--- config.mk ---
export PLATFORM = sky130hd
export DESIGN_NAME = dmi_arbiter
export DESIGN_NICKNAME = d
export VERILOG_FILES = /design/src/rtl/dmi_arbiter.sv
export SDC_FILE = /design/constraint.sdc
export NUM_CORES = 1
export LEC_CHECK = 0
export BUFFER_PORTS_ARGS = -buffer_cell sky130_fd_sc_hd__buf_2
export CORE_ASPECT_RATIO = 0.8
export CORE_UTILIZATION = 39
export DETAILED_ROUTE_END_ITERATION = 6
export PLACE_DENSITY = 0.85
export SYNTH_ARGS = -nofsm -noshare
export SYNTH_HDL_FRONTEND = slang
export SYNTH_SLANG_ARGS = --single-unit
--- constraint.sdc ---
create_clock -name clock -period 1.9 [get_ports clock]
set_clock_uncertainty 0.1 [all_clocks]
set_input_delay 0.38 -clock clock [delete_from_list [all_inputs] [get_ports clock]]
set_output_delay 0.38 -clock clock [all_outputs]
set_load 0.03 [all_outputs]
--- src/rtl/dmi_arbiter.sv ---
// rtl/dmi_arbiter.sv - two-requester DMI arbiter, one outstanding transaction
// Optional feature macro: DMI_ARBITER_TIMEOUT_EN (response timeout with drain of late responses)
module dmi_arbiter #(
  parameter int unsigned TIMEOUT_CYCLES = 255
) (
  input  logic        clock,
  input  logic        reset,
  input  logic [1:0]  io_in_req_valid,
  output logic [1:0]  io_in_req_ready,
  input  logic [13:0] io_in_req_bits_addr,
  input  logic [63:0] io_in_req_bits_data,
  input  logic [3:0]  io_in_req_bits_op,
  output logic [1:0]  io_in_resp_valid,
  input  logic [1:0]  io_in_resp_ready,
  output logic [31:0] io_in_resp_bits_data,
  output logic [1:0]  io_in_resp_bits_resp,
  output logic        io_out_req_valid,
  input  logic        io_out_req_ready,
  output logic [6:0]  io_out_req_bits_addr,
  output logic [31:0] io_out_req_bits_data,
  output logic [1:0]  io_out_req_bits_op,
  input  logic        io_out_resp_valid,
  output logic        io_out_resp_ready,
  input  logic [31:0] io_out_resp_bits_data,
  input  logic [1:0]  io_out_resp_bits_resp
);

  typedef enum logic [1:0] {
    IDLE = 2'd0,
    REQ  = 2'd1,
    RESP = 2'd2
`ifdef DMI_ARBITER_TIMEOUT_EN
    , TOUT = 2'd3
`endif
  } state_e;

  localparam logic [1:0] RESP_TIMEOUT = 2'd2;

  state_e      state_q, state_d;
  logic        last_q, last_d;
  logic        owner_q, owner_d;
  logic [6:0]  addr_q, addr_d;
  logic [31:0] data_q, data_d;
  logic [1:0]  op_q, op_d;

`ifdef DMI_ARBITER_TIMEOUT_EN
  localparam logic [15:0] TIMEOUT_LIMIT = TIMEOUT_CYCLES[15:0];
  logic [15:0] cnt_q, cnt_d;
  logic        drain_q, drain_d;
`endif

  logic grant_any;
  logic grant_idx;
  logic owner_ready;

  // Pick the requester to serve: the only valid one, or on a tie the one that was not served last
  always_comb begin
    grant_any = |io_in_req_valid;
    if (io_in_req_valid == 2'b11) begin
      grant_idx = ~last_q;
    end else begin
      grant_idx = io_in_req_valid[1];
    end
  end

  assign owner_ready          = io_in_resp_ready[owner_q];
  assign io_out_req_bits_addr = addr_q;
  assign io_out_req_bits_data = data_q;
  assign io_out_req_bits_op   = op_q;

  // Next-state and output decode for the transaction FSM
  always_comb begin
    state_d              = state_q;
    last_d               = last_q;
    owner_d              = owner_q;
    addr_d               = addr_q;
    data_d               = data_q;
    op_d                 = op_q;
    io_in_req_ready      = 2'b00;
    io_in_resp_valid     = 2'b00;
    io_in_resp_bits_data = 32'd0;
    io_in_resp_bits_resp = 2'd0;
    io_out_req_valid     = 1'b0;
    io_out_resp_ready    = 1'b0;
`ifdef DMI_ARBITER_TIMEOUT_EN
    cnt_d                = cnt_q;
    drain_d              = drain_q;
    // A response orphaned by a timeout is swallowed wherever it turns up
    io_out_resp_ready    = drain_q;
    if (drain_q && io_out_resp_valid) begin
      drain_d = 1'b0;
    end
`endif
    case (state_q)
      IDLE: begin
        if (grant_any) begin
          io_in_req_ready[grant_idx] = 1'b1;
          owner_d = grant_idx;
          addr_d  = grant_idx ? io_in_req_bits_addr[13:7]  : io_in_req_bits_addr[6:0];
          data_d  = grant_idx ? io_in_req_bits_data[63:32] : io_in_req_bits_data[31:0];
          op_d    = grant_idx ? io_in_req_bits_op[3:2]     : io_in_req_bits_op[1:0];
          state_d = REQ;
        end
      end
      REQ: begin
        io_out_req_valid = 1'b1;
        if (io_out_req_ready) begin
          state_d = RESP;
`ifdef DMI_ARBITER_TIMEOUT_EN
          cnt_d   = 16'd0;
`endif
        end
      end
      RESP: begin
`ifdef DMI_ARBITER_TIMEOUT_EN
        if (!drain_q) begin
`endif
          io_in_resp_valid[owner_q] = io_out_resp_valid;
          io_out_resp_ready         = owner_ready;
          if (io_out_resp_valid) begin
            io_in_resp_bits_data = io_out_resp_bits_data;
            io_in_resp_bits_resp = io_out_resp_bits_resp;
          end
          if (io_out_resp_valid && owner_ready) begin
            last_d  = owner_q;
            state_d = IDLE;
          end
`ifdef DMI_ARBITER_TIMEOUT_EN
        end
        if (!io_out_resp_valid) begin
          cnt_d = cnt_q + 16'd1;
          if (cnt_d == TIMEOUT_LIMIT) begin
            state_d = TOUT;
            drain_d = 1'b1;
          end
        end
`endif
      end
`ifdef DMI_ARBITER_TIMEOUT_EN
      TOUT: begin
        io_in_resp_valid[owner_q] = 1'b1;
        io_in_resp_bits_resp      = RESP_TIMEOUT;
        if (owner_ready) begin
          last_d  = owner_q;
          state_d = IDLE;
        end
      end
`endif
      default: begin
        state_d = IDLE;
      end
    endcase
  end

  // State and latched payload registers
  always_ff @(posedge clock) begin
    if (reset) begin
      state_q <= IDLE;
      last_q  <= 1'b1;
      owner_q <= 1'b0;
      addr_q  <= 7'd0;
      data_q  <= 32'd0;
      op_q    <= 2'd0;
    end else begin
      state_q <= state_d;
      last_q  <= last_d;
      owner_q <= owner_d;
      addr_q  <= addr_d;
      data_q  <= data_d;
      op_q    <= op_d;
    end
  end

`ifdef DMI_ARBITER_TIMEOUT_EN
  // Timeout counter and drain flag
  always_ff @(posedge clock) begin
    if (reset) begin
      cnt_q   <= 16'd0;
      drain_q <= 1'b0;
    end else begin
      cnt_q   <= cnt_d;
      drain_q <= drain_d;
    end
  end
`endif

endmodule

==> results.ini, run 1 <==
[setup_path]
cp_max_fo=18
criticalPathCategory=register to output pin
path_delay_family=simple AND/OR/NAND/NOR gates
worstPathArrival_ns=1.42
end_kind=output pin
cp-start-kind=register
critical_path_required_ns=1.42
crit_buf_inv=2
slowest_delay_ns=0.36
path_cells=and3b_2 -> clkbuf_16 -> and2_1 -> buf_6
cp_slowest_cell=dfxtp_4

[yosys]
synth_cell_types=31
netlist_instances=277
ys_seq_elements=45
synth.yosys.seq_area_share_pct=37.1
synthTopCellsByArea=dfxtp_1, mux2i_1, and2_1
ys_warn_count=0
syn_area_um2=2430
syn-num-nets=401
syn_avg_cell_area_um2=8.77
yosysTopAreaCellShare_pct=37.1
synth_largest_area_cell=dfxtp_1

[routing]
drtIter0Drc=141
firstDrtPassIters=4
drc=0
wl_um=8740
ant_nets=0
wl_per_cell_um=15.8
route.vias.total=2888
viasPerCell=5.22

[sta]
rsz0062_at_grt=true
fmax_mhz=527
setup_viol=0
post-route-period-util_pct=99.9
tightest_slew_ns=0.671
slew_headroom_pct=55.2
setup_ws_ns=0.00216
slew_violations=0
finalHoldViolations=0
finalWorstPathRequiredPeriod_ns=1.90

[clock_tree]
cts-root-buf=clkbuf_8
cts_tree=built
cts_buffers=5
clkSinkCount=45
cts_hold_buf=0
htree_levels=2
ctsLongestPathBuffers=2
path_clk_slew_ns=0.09
clk_latency_ns=0.29

[final_layout]
layoutNonFillerInstCount=553
n_fill_cell=516
drive_gt1_share_pct=51.2
nets=594
fin_area_um2=3860
syn_to_final_growth_pct=58.9
post-route-util_pct=64.9

[power_and_ir_drop]
power_density_nw_per_um2=722
peakVddDrop_uv=392
power.total_uw=2790
p_leak_uw=0.00186

[global_route]
grt_pass1_vias=2603
grt_overflow=0
antenna_found_initial=1
grt_max_degree=39
track_usage_pct=23.6
grt_pass1_wl_um=12400

[placement]
post_dp_cell_area_um2=3470
placed_cells=541
place.gp.congestion=0.765
pre_cts_slack_ns=0.175
dp_hpwl_um=6120
io_buffers=204

[status]
outcome=finished clean

[floorplanning]
die_w_um=90.2
start_util_pct=40.9
die_area_um2=6550
rows=25
core_um2=5940
die_height_um=72.6
num_io_pins=205

[min_path]
holdCritPathClass=primary input to register

[job]
maxCapViolCount=0

## through the flow
| step | hold WS [ns] | TNS [ns] |
|---|---|---|
| floorplan | 0.404 | 0 |
| global placement | 0.381 | 0 |
| detailed placement | 0.397 | 0 |
| CTS | 0.225 | 0 |
| global route | 0.221 | -1.08 |
| finish | 0.232 | 0 |
## report_power, final
part | switching [uW] | total, uW | internal (uW) | leakage [uW]
sequential | 56.4 | 1100 | 1050 | 0.000374
combinational | 578 | 928 | 350 | 0.00143
clock | 327 | 755 | 428 | 0.0000574
## worst paths after layout
check	start	endpoint	slack (ns)	cells after the start
setup / recovery	state_q[0]	io_in_resp_bits_data[18]	0.002	4
hold / removal	io_out_req_ready	state_q[1]	0.23	3
setup reg to reg	state_q[1]	io_out_req_bits_data[5]	0.28	3
hold reg to reg	io_out_req_bits_data[26]	io_out_req_bits_data[26]	0.41	2
## timing repair
item | 4_1_cts | 5_1_grt
resized for setup | 3 | 109
pin swaps | 0 | 1
cloned | 0 | 1
setup buffers | 0 | 2
setup endpoints to repair | 36 | 36
hold endpoints to repair | 0 | 0
## state kept, by name, summed over array words and instances (netlist names)
register	flops
io_out_req_bits_data	32
io_out_req_bits_addr	7
io_out_req_bits_op	2
state_q	2
last_q	1
owner_q	1
## cell usage after synthesis, drive strengths merged
| cell | number |
|---|---|
| a21boi | 1 |
| or2 | 2 |
| nand4 | 14 |
| nor2 | 4 |
| a211oi | 27 |
| a21oi | 31 |
| a31oi | 14 |
| nand2b | 2 |
| and2 | 35 |
| o21ai | 16 |
| mux2i | 28 |
| clkbuf | 14 |
| dfxtp | 45 |
| nor2b | 4 |
| nand2 | 3 |
| a21bo | 1 |
| inv | 2 |
| buf | 17 |
| and3b | 1 |
| nand3 | 16 |
## tightest hold or removal path, cell delays in order
cell	delay, ns
buf_2	0.10
nand2_1	0.05
a21oi_1	0.05
## cell usage in the layout, fill, tap and decap left out, drive strengths merged, types with 4 or more instances in the layout
master,netlist,final
and2,35,35
nand3,16,16
a21oi,31,31
o21ai,16,16
dfxtp,45,45
mux2i,28,28
buf,17,216
nand4,14,14
clkbuf,14,7
nor2b,4,4
a211oi,27,27
nor2,4,4
a31oi,14,14
## metal layers
metal	part of all wire, %	track usage, %
met1	42	31.5
met5	0	0
met3	6.1	5.10
met2	51	38.8
met4	1.0	7.17
## kinds of logic after synthesis
logic type	Yosys count	share of synthesized area [%]
AOI/OAI and AO/OA	90	22.9
and+or+nand+nor	81	19.8
DFF	45	37.1
buffers and inverters	33	8.60
muxes	28	11.5
## layout make-up
class                   instances  area (um^2)  share of cell area (%)
diodes                          1         2.50                  0.0649
clock buffers                   6         82.6                    2.14
clock inverters                 2         37.5                   0.973
inverters                       2         7.51                   0.195
multi-input cells             199         1350                    34.9
flip-flops and latches         45          908                    23.5
well taps                      81          101                    2.63
repair buffers                217         1370                    35.5
Note: power is estimated with default switching activity, not from simulation.
==> run 2: changes to the inputs <==
PLACE_DENSITY = 0.82   (was 0.85)
clock period = 2 ns   (was 1.9 ns; I/O delays follow)
==> run 2 against run 1 <==
  * Global-route usage shrank 1.8 points
  * Register-to-register slack better by 0.14 ns
  * Count of clock-buffer cells in the layout up 1
  * Final area fell by 6.8%
  * Clock power down 6.1%
  * Non-clock buffer count down 1
  * Final cell count is 0.36% lower
  * First-iteration DRC count grew 2.1%
  * Sequential power shrank 5%
  * Wire length shrank 11%
  * Largest power group unchanged
  * Highest routed layer unchanged
==> results.ini, run 2 (synthesis results as in run 1) <==
[status]
outcome=finished clean

[setup_path]
cp_max_fo=34  ; +16
critical_path_required_ns=1.50  ; +0.08 ns
worstPathArrival_ns=1.43  ; about the same
end_kind=output pin
cp-start-kind=register
path_delay_family=simple AND/OR/NAND/NOR gates
r2r-start=state_q[1]
startpoint=state_q[0]
criticalPathCategory=register to output pin
cp_slowest_cell=dfxtp_2
r2r_slack_ns=0.42  ; +0.14 ns
crit_buf_inv=2  ; unchanged
path_cells=and3b_2 -> buf_12 -> and2_1 -> buf_2
slowest_delay_ns=0.35  ; about the same

[placement]
post_dp_cell_area_um2=3460  ; -0.22%
dp_hpwl_um=6010  ; -1.8%
place.gp.congestion=0.791  ; +3.5%
io_buffers=204  ; unchanged

[global_route]
grt_overflow=0  ; unchanged
antenna_found_initial=0  ; -1
grt_max_degree=38  ; -2.6%
top_usage_layer=met2
use_met1_pct=27.7  ; -3.8 points
use_met2_pct=37.9  ; -0.85 points
track_usage_pct=21.8  ; -1.8 points
grt_pass1_wl_um=11500  ; -7.2%
grt_pass1_vias=2447  ; -6.0%
grtUsageMet3_pct=5.00  ; -0.10 points

[final_layout]
fin_area_um2=3590  ; -6.8%
mostFrequentLayoutCells=buf_2, dfxtp_1, and2_1
largest_reg_flops=32  ; unchanged
antenna_cells=0  ; -1
n_fill_cell=528  ; +2.3%
drive_gt1_share_pct=49.8  ; -1.4 points
syn_to_final_growth_pct=48.0
nets=593  ; -0.17%
final_common_cell=buf_2

[sta]
finalHoldViolations=0  ; unchanged
fmax_mhz=517
slew_headroom_pct=57.3  ; +2.1 points
setup_tns_ns=0  ; unchanged
slew_violations=0  ; unchanged
finalWorstPathRequiredPeriod_ns=1.93
tightest_slew_ns=0.639  ; -0.0312 ns
post-route-period-util_pct=96.7
rsz0062_at_grt=false
setup_viol=0  ; unchanged

[power_and_ir_drop]
swShare_pct=34.1  ; -0.39 points
p_clk_share_pct=27.2  ; about the same
p_int_uw=1710  ; -6.0%
p_switching_uw=888  ; -7.7%
p_comb_share_pct=32.4  ; -0.9 points
peakVddDrop_uv=432  ; +10%
power_density_nw_per_um2=724  ; +0.25%
p_leak_uw=0.00182  ; -2.2%
pwr-share-seq_pct=40.3  ; +0.7 points

[floorplanning]
die_w_um=90.2  ; unchanged
die_height_um=72.6  ; unchanged
die_area_um2=6550  ; unchanged
start_util_pct=40.9  ; unchanged
core_um2=5940  ; unchanged
num_io_pins=205  ; unchanged
rows=25  ; unchanged

[min_path]
holdCritStartpoint=io_out_req_ready
holdCritPathClass=primary input to register

[routing]
route.vias.total=2814  ; -2.6%
ant_nets=0  ; unchanged
drtIter0Drc=144  ; +2.1%
drc=0  ; unchanged
wl_per_cell_um=14.2  ; -10%
viasPerCell=5.11  ; -2.2%
wl_um=7810  ; -11%
firstDrtPassIters=5  ; +1

[clock_tree]
cts_buffers=5  ; unchanged
clk_latency_ns=0.29  ; about the same
cts-root-buf=clkbuf_8
htree_levels=2  ; unchanged
path_clk_slew_ns=0.08  ; about the same
clkSinkCount=45  ; unchanged
ctsLongestPathBuffers=2  ; unchanged
cts_tree=built
cts_hold_buf=0  ; unchanged

[job]
maxCapViolCount=0  ; unchanged

## run 2: timing repair
| item | 4_1_cts | 5_1_grt |
|---|---|---|
| hold endpoints to repair | 0 | 0 |
| endpoints found under the setup margin | 34 | 34 |
| pin swaps | 0 | 1 |
| setup buffers | 0 | 1 |
| resized for setup | 3 | 3 |
## run 2: area by class of cell
type,instances,area [um^2],area share (%)
Sequential cell,45,903,25.1
Clock inverter,1,30.0,0.835
Inverter,2,7.51,0.209
Clock buffer,7,86.3,2.40
Tap cell,81,101,2.82
Multi-Input combinational cell,199,1340,37.1
Timing Repair Buffer,216,1130,31.5
## run 2: worst register-to-register path, delay by kind of cell (launching register included)
| kind | cells | cell delay (ns) |
|---|---|---|
| AND/OR/NAND/NOR | 2 | 0.81 |
| flip-flops | 1 | 0.35 |
| AO/OA/AOI/OAI | 1 | 0.18 |
## run 2: metal layers
metal	routed length (um)	vias to the layer above
li1	-	1396
met1	3430	1264
met2	3760	148
met3	567	6
met4	55	0
met5	0	-
## run 2: path summary, 6_finish.rpt
check                                                 to  cells after the start
worst max-delay path            io_in_resp_bits_data[30]                      4
worst min register to register  io_out_req_bits_data[24]                      2
worst min-delay path                          state_q[1]                      3
worst max register to register   io_out_req_bits_data[0]                      3
## run 2: power groups by stage
stage          registers [uW]  logic, uW  clock network, uW
2_1_floorplan            1250        377                  0
3_5_place_dp             1070        847                  0
4_1_cts                  1050        847                725
6_report                 1050        844                709
5_1_grt                  1060        906                762
3_3_place_gp             1070        831                  0
## run 2: per-stage QoR
stage / util (%) / std cells / hold slack (ns) / setup WS [ns] / total power [uW]
global route: 60.5 / 551 / 0.260 / 0.00960 / 2730
detailed placement: 58.2 / 542 / 0.392 / 0.185 / 1910
CTS: 60.2 / 550 / 0.242 / 0.0196 / 2620
global placement: 58.2 / 542 / 0.381 / 0.249 / 1900
finish: 60.5 / 551 / 0.250 / 0.0668 / 2600
floorplan: - / 277 / 0.404 / 0.0548 / 1620
==> run 3: changes to the inputs <==
clock period = 2.2 ns   (was 2 ns; I/O delays follow)
==> run 3 against run 2 <==
  * Combinational power fell by 10%
  * Flip-flop and latch count did not move
  * Largest cell class unchanged
  * Global-route usage fell by 0.18 points
  * Total power fell by 12%
  * Final cell count fell by 0.91%
  * Critical path type unchanged
  * Wire length fell by 3.1%
  * Critical endpoint is now io_in_resp_bits_data[17]
  * Largest power group unchanged
  * First-iteration DRC count rose by 17%
  * Non-clock buffer count fell by 4
==> results.ini, run 3 (synthesis results as in run 1) <==
[min_path]
holdCritPathClass=primary input to register

[final_layout]
fin_area_um2=3530  ; -1.7%
largest_reg_flops=32  ; unchanged
final_common_cell=buf_2
drive_gt1_share_pct=48.8  ; -0.97 points
syn_to_final_growth_pct=45.4
n_fill_cell=575  ; +8.9%
nets=589  ; -0.67%
antenna_cells=0  ; unchanged
mostFrequentLayoutCells=buf_2, dfxtp_1, and2_1

[clock_tree]
cts_buffers=5  ; unchanged
clk_latency_ns=0.29  ; about the same
path_clk_slew_ns=0.08  ; about the same
cts_tree=built
htree_levels=2  ; unchanged
cts_hold_buf=0  ; unchanged
ctsLongestPathBuffers=2  ; unchanged
cts-root-buf=clkbuf_8
clkSinkCount=45  ; unchanged

[setup_path]
path_cells=and3b_1 -> buf_6 -> and2_1 -> buf_2
cp-start-kind=register
cp_max_fo=38  ; +12%
end_kind=output pin
cp_slowest_cell=dfxtp_1
critical_path_required_ns=1.66  ; +0.16 ns
criticalPathCategory=register to output pin
slowest_delay_ns=0.43  ; +0.08 ns
worstPathArrival_ns=1.50  ; +0.07 ns

[routing]
wl_per_cell_um=13.9  ; -2.3%
route.vias.total=2769  ; -1.6%
firstDrtPassIters=4  ; -1
ant_nets=0  ; unchanged
drc=0  ; unchanged
viasPerCell=5.07  ; -0.70%
wl_um=7570  ; -3.1%
drtIter0Drc=168  ; +17%

[global_route]
grt_pass1_wl_um=11500  ; -0.48%
grt_pass1_vias=2359  ; -3.6%
grt_max_degree=46  ; +21%
antenna_found_initial=0  ; unchanged
track_usage_pct=21.6  ; -0.18 points
grt_overflow=0  ; unchanged

[power_and_ir_drop]
power_density_nw_per_um2=652  ; -10%
power.total_uw=2300  ; -12%
p_clk_share_pct=25.6  ; -1.6 points
pwr-share-seq_pct=41.6  ; +1.3 points
p_leak_uw=0.00180  ; -1.4%
p_int_uw=1510  ; -12%
swShare_pct=34.4  ; +0.31 points
p_comb_share_pct=32.8  ; +0.4 points
peakVddDrop_uv=347  ; -20%
p_switching_uw=793  ; -11%

[placement]
place.gp.congestion=0.854  ; +7.9%
dp_hpwl_um=5900  ; -1.8%
io_buffers=204  ; unchanged
post_dp_cell_area_um2=3420  ; -1.0%

[floorplanning]
die_w_um=90.2  ; unchanged
die_height_um=72.6  ; unchanged
start_util_pct=40.9  ; unchanged
core_um2=5940  ; unchanged
rows=25  ; unchanged
num_io_pins=205  ; unchanged
die_area_um2=6550  ; unchanged

[status]
outcome=finished clean

[sta]
finalWorstPathRequiredPeriod_ns=2.04
finalHoldViolations=0  ; unchanged
rsz0062_at_grt=false
tightest_slew_ns=0.842  ; +0.202 ns
slew_headroom_pct=43.9  ; -13 points
post-route-period-util_pct=92.6
setup_tns_ns=0  ; unchanged
slew_violations=0  ; unchanged
fmax_mhz=491
setup_viol=0  ; unchanged
hold_ws_ns=0.303  ; +0.0533 ns

[job]
maxCapViolCount=0  ; unchanged

-- run 3: changes by cell type in the layout (fill, tap and decap cells not counted), sizes merged --
| cell | delta |
|---|---|
| clkbuf | -5 |
| buf | -1 |
| clkinv | +1 |
-- run 3: area by class of cell --
class                   instances  area [um^2]  share of cell area, %
clock inverters                 2         35.0                  0.992
repair buffers                212         1080                   30.7
well taps                      81          101                   2.87
inverters                       2         7.51                  0.213
multi-input cells             199         1330                   37.8
flip-flops and latches         45          901                   25.5
clock buffers                   5         68.8                   1.95
-- run 3: path summary, 6_finish.rpt --
| check | from | endpoint | slack [ns] | cells past startpoint |
|---|---|---|---|---|
| setup / recovery | state_q[1] | io_in_resp_bits_data[17] | 0.16 | 4 |
| hold / removal | io_out_req_ready | state_q[1] | 0.30 | 3 |
| setup reg to reg | state_q[1] | io_out_req_bits_data[17] | 0.37 | 3 |
| hold reg to reg | io_out_req_bits_data[28] | io_out_req_bits_data[28] | 0.41 | 2 |
-- run 3: power by group through the flow --
stage	Clock [uW]	Combinational, uW	Sequential, uW
after floorplan	0	343	1130
after global placement	0	743	972
after detailed placement	0	759	974
after CTS	606	758	957
after global routing	641	812	968
final	589	756	958
-- run 3: stage by stage --
step           instances  setup WS [ns]  util, %
2_1_floorplan        277          0.175        -
3_3_place_gp         539          0.371     57.6
3_5_place_dp         539          0.347     57.6
4_1_cts              546          0.115     59.4
5_1_grt              546         0.0504     59.4
6_report             546          0.164     59.4
-- run 3: layer usage --
metal  vias up  wire length, um  GRT usage (%)
li1       1385                -              -
met1      1230             3320           29.2
met2       149             3570           35.7
met3         5              635           4.69
met4         0               44           4.84
met5         -                0              0
-- run 3: worst max-delay path: cells and delay by family, from the launching register on --
| family | cells | cell delay, ns |
|---|---|---|
| flops | 1 | 0.43 |
| buf+inv | 2 | 0.41 |
| simple gates | 2 | 0.38 |
-- run 3: timing repair --
action                     CTS  global route
buffers inserted             0             0
resized for setup            0             1
setup endpoints to repair    0             7
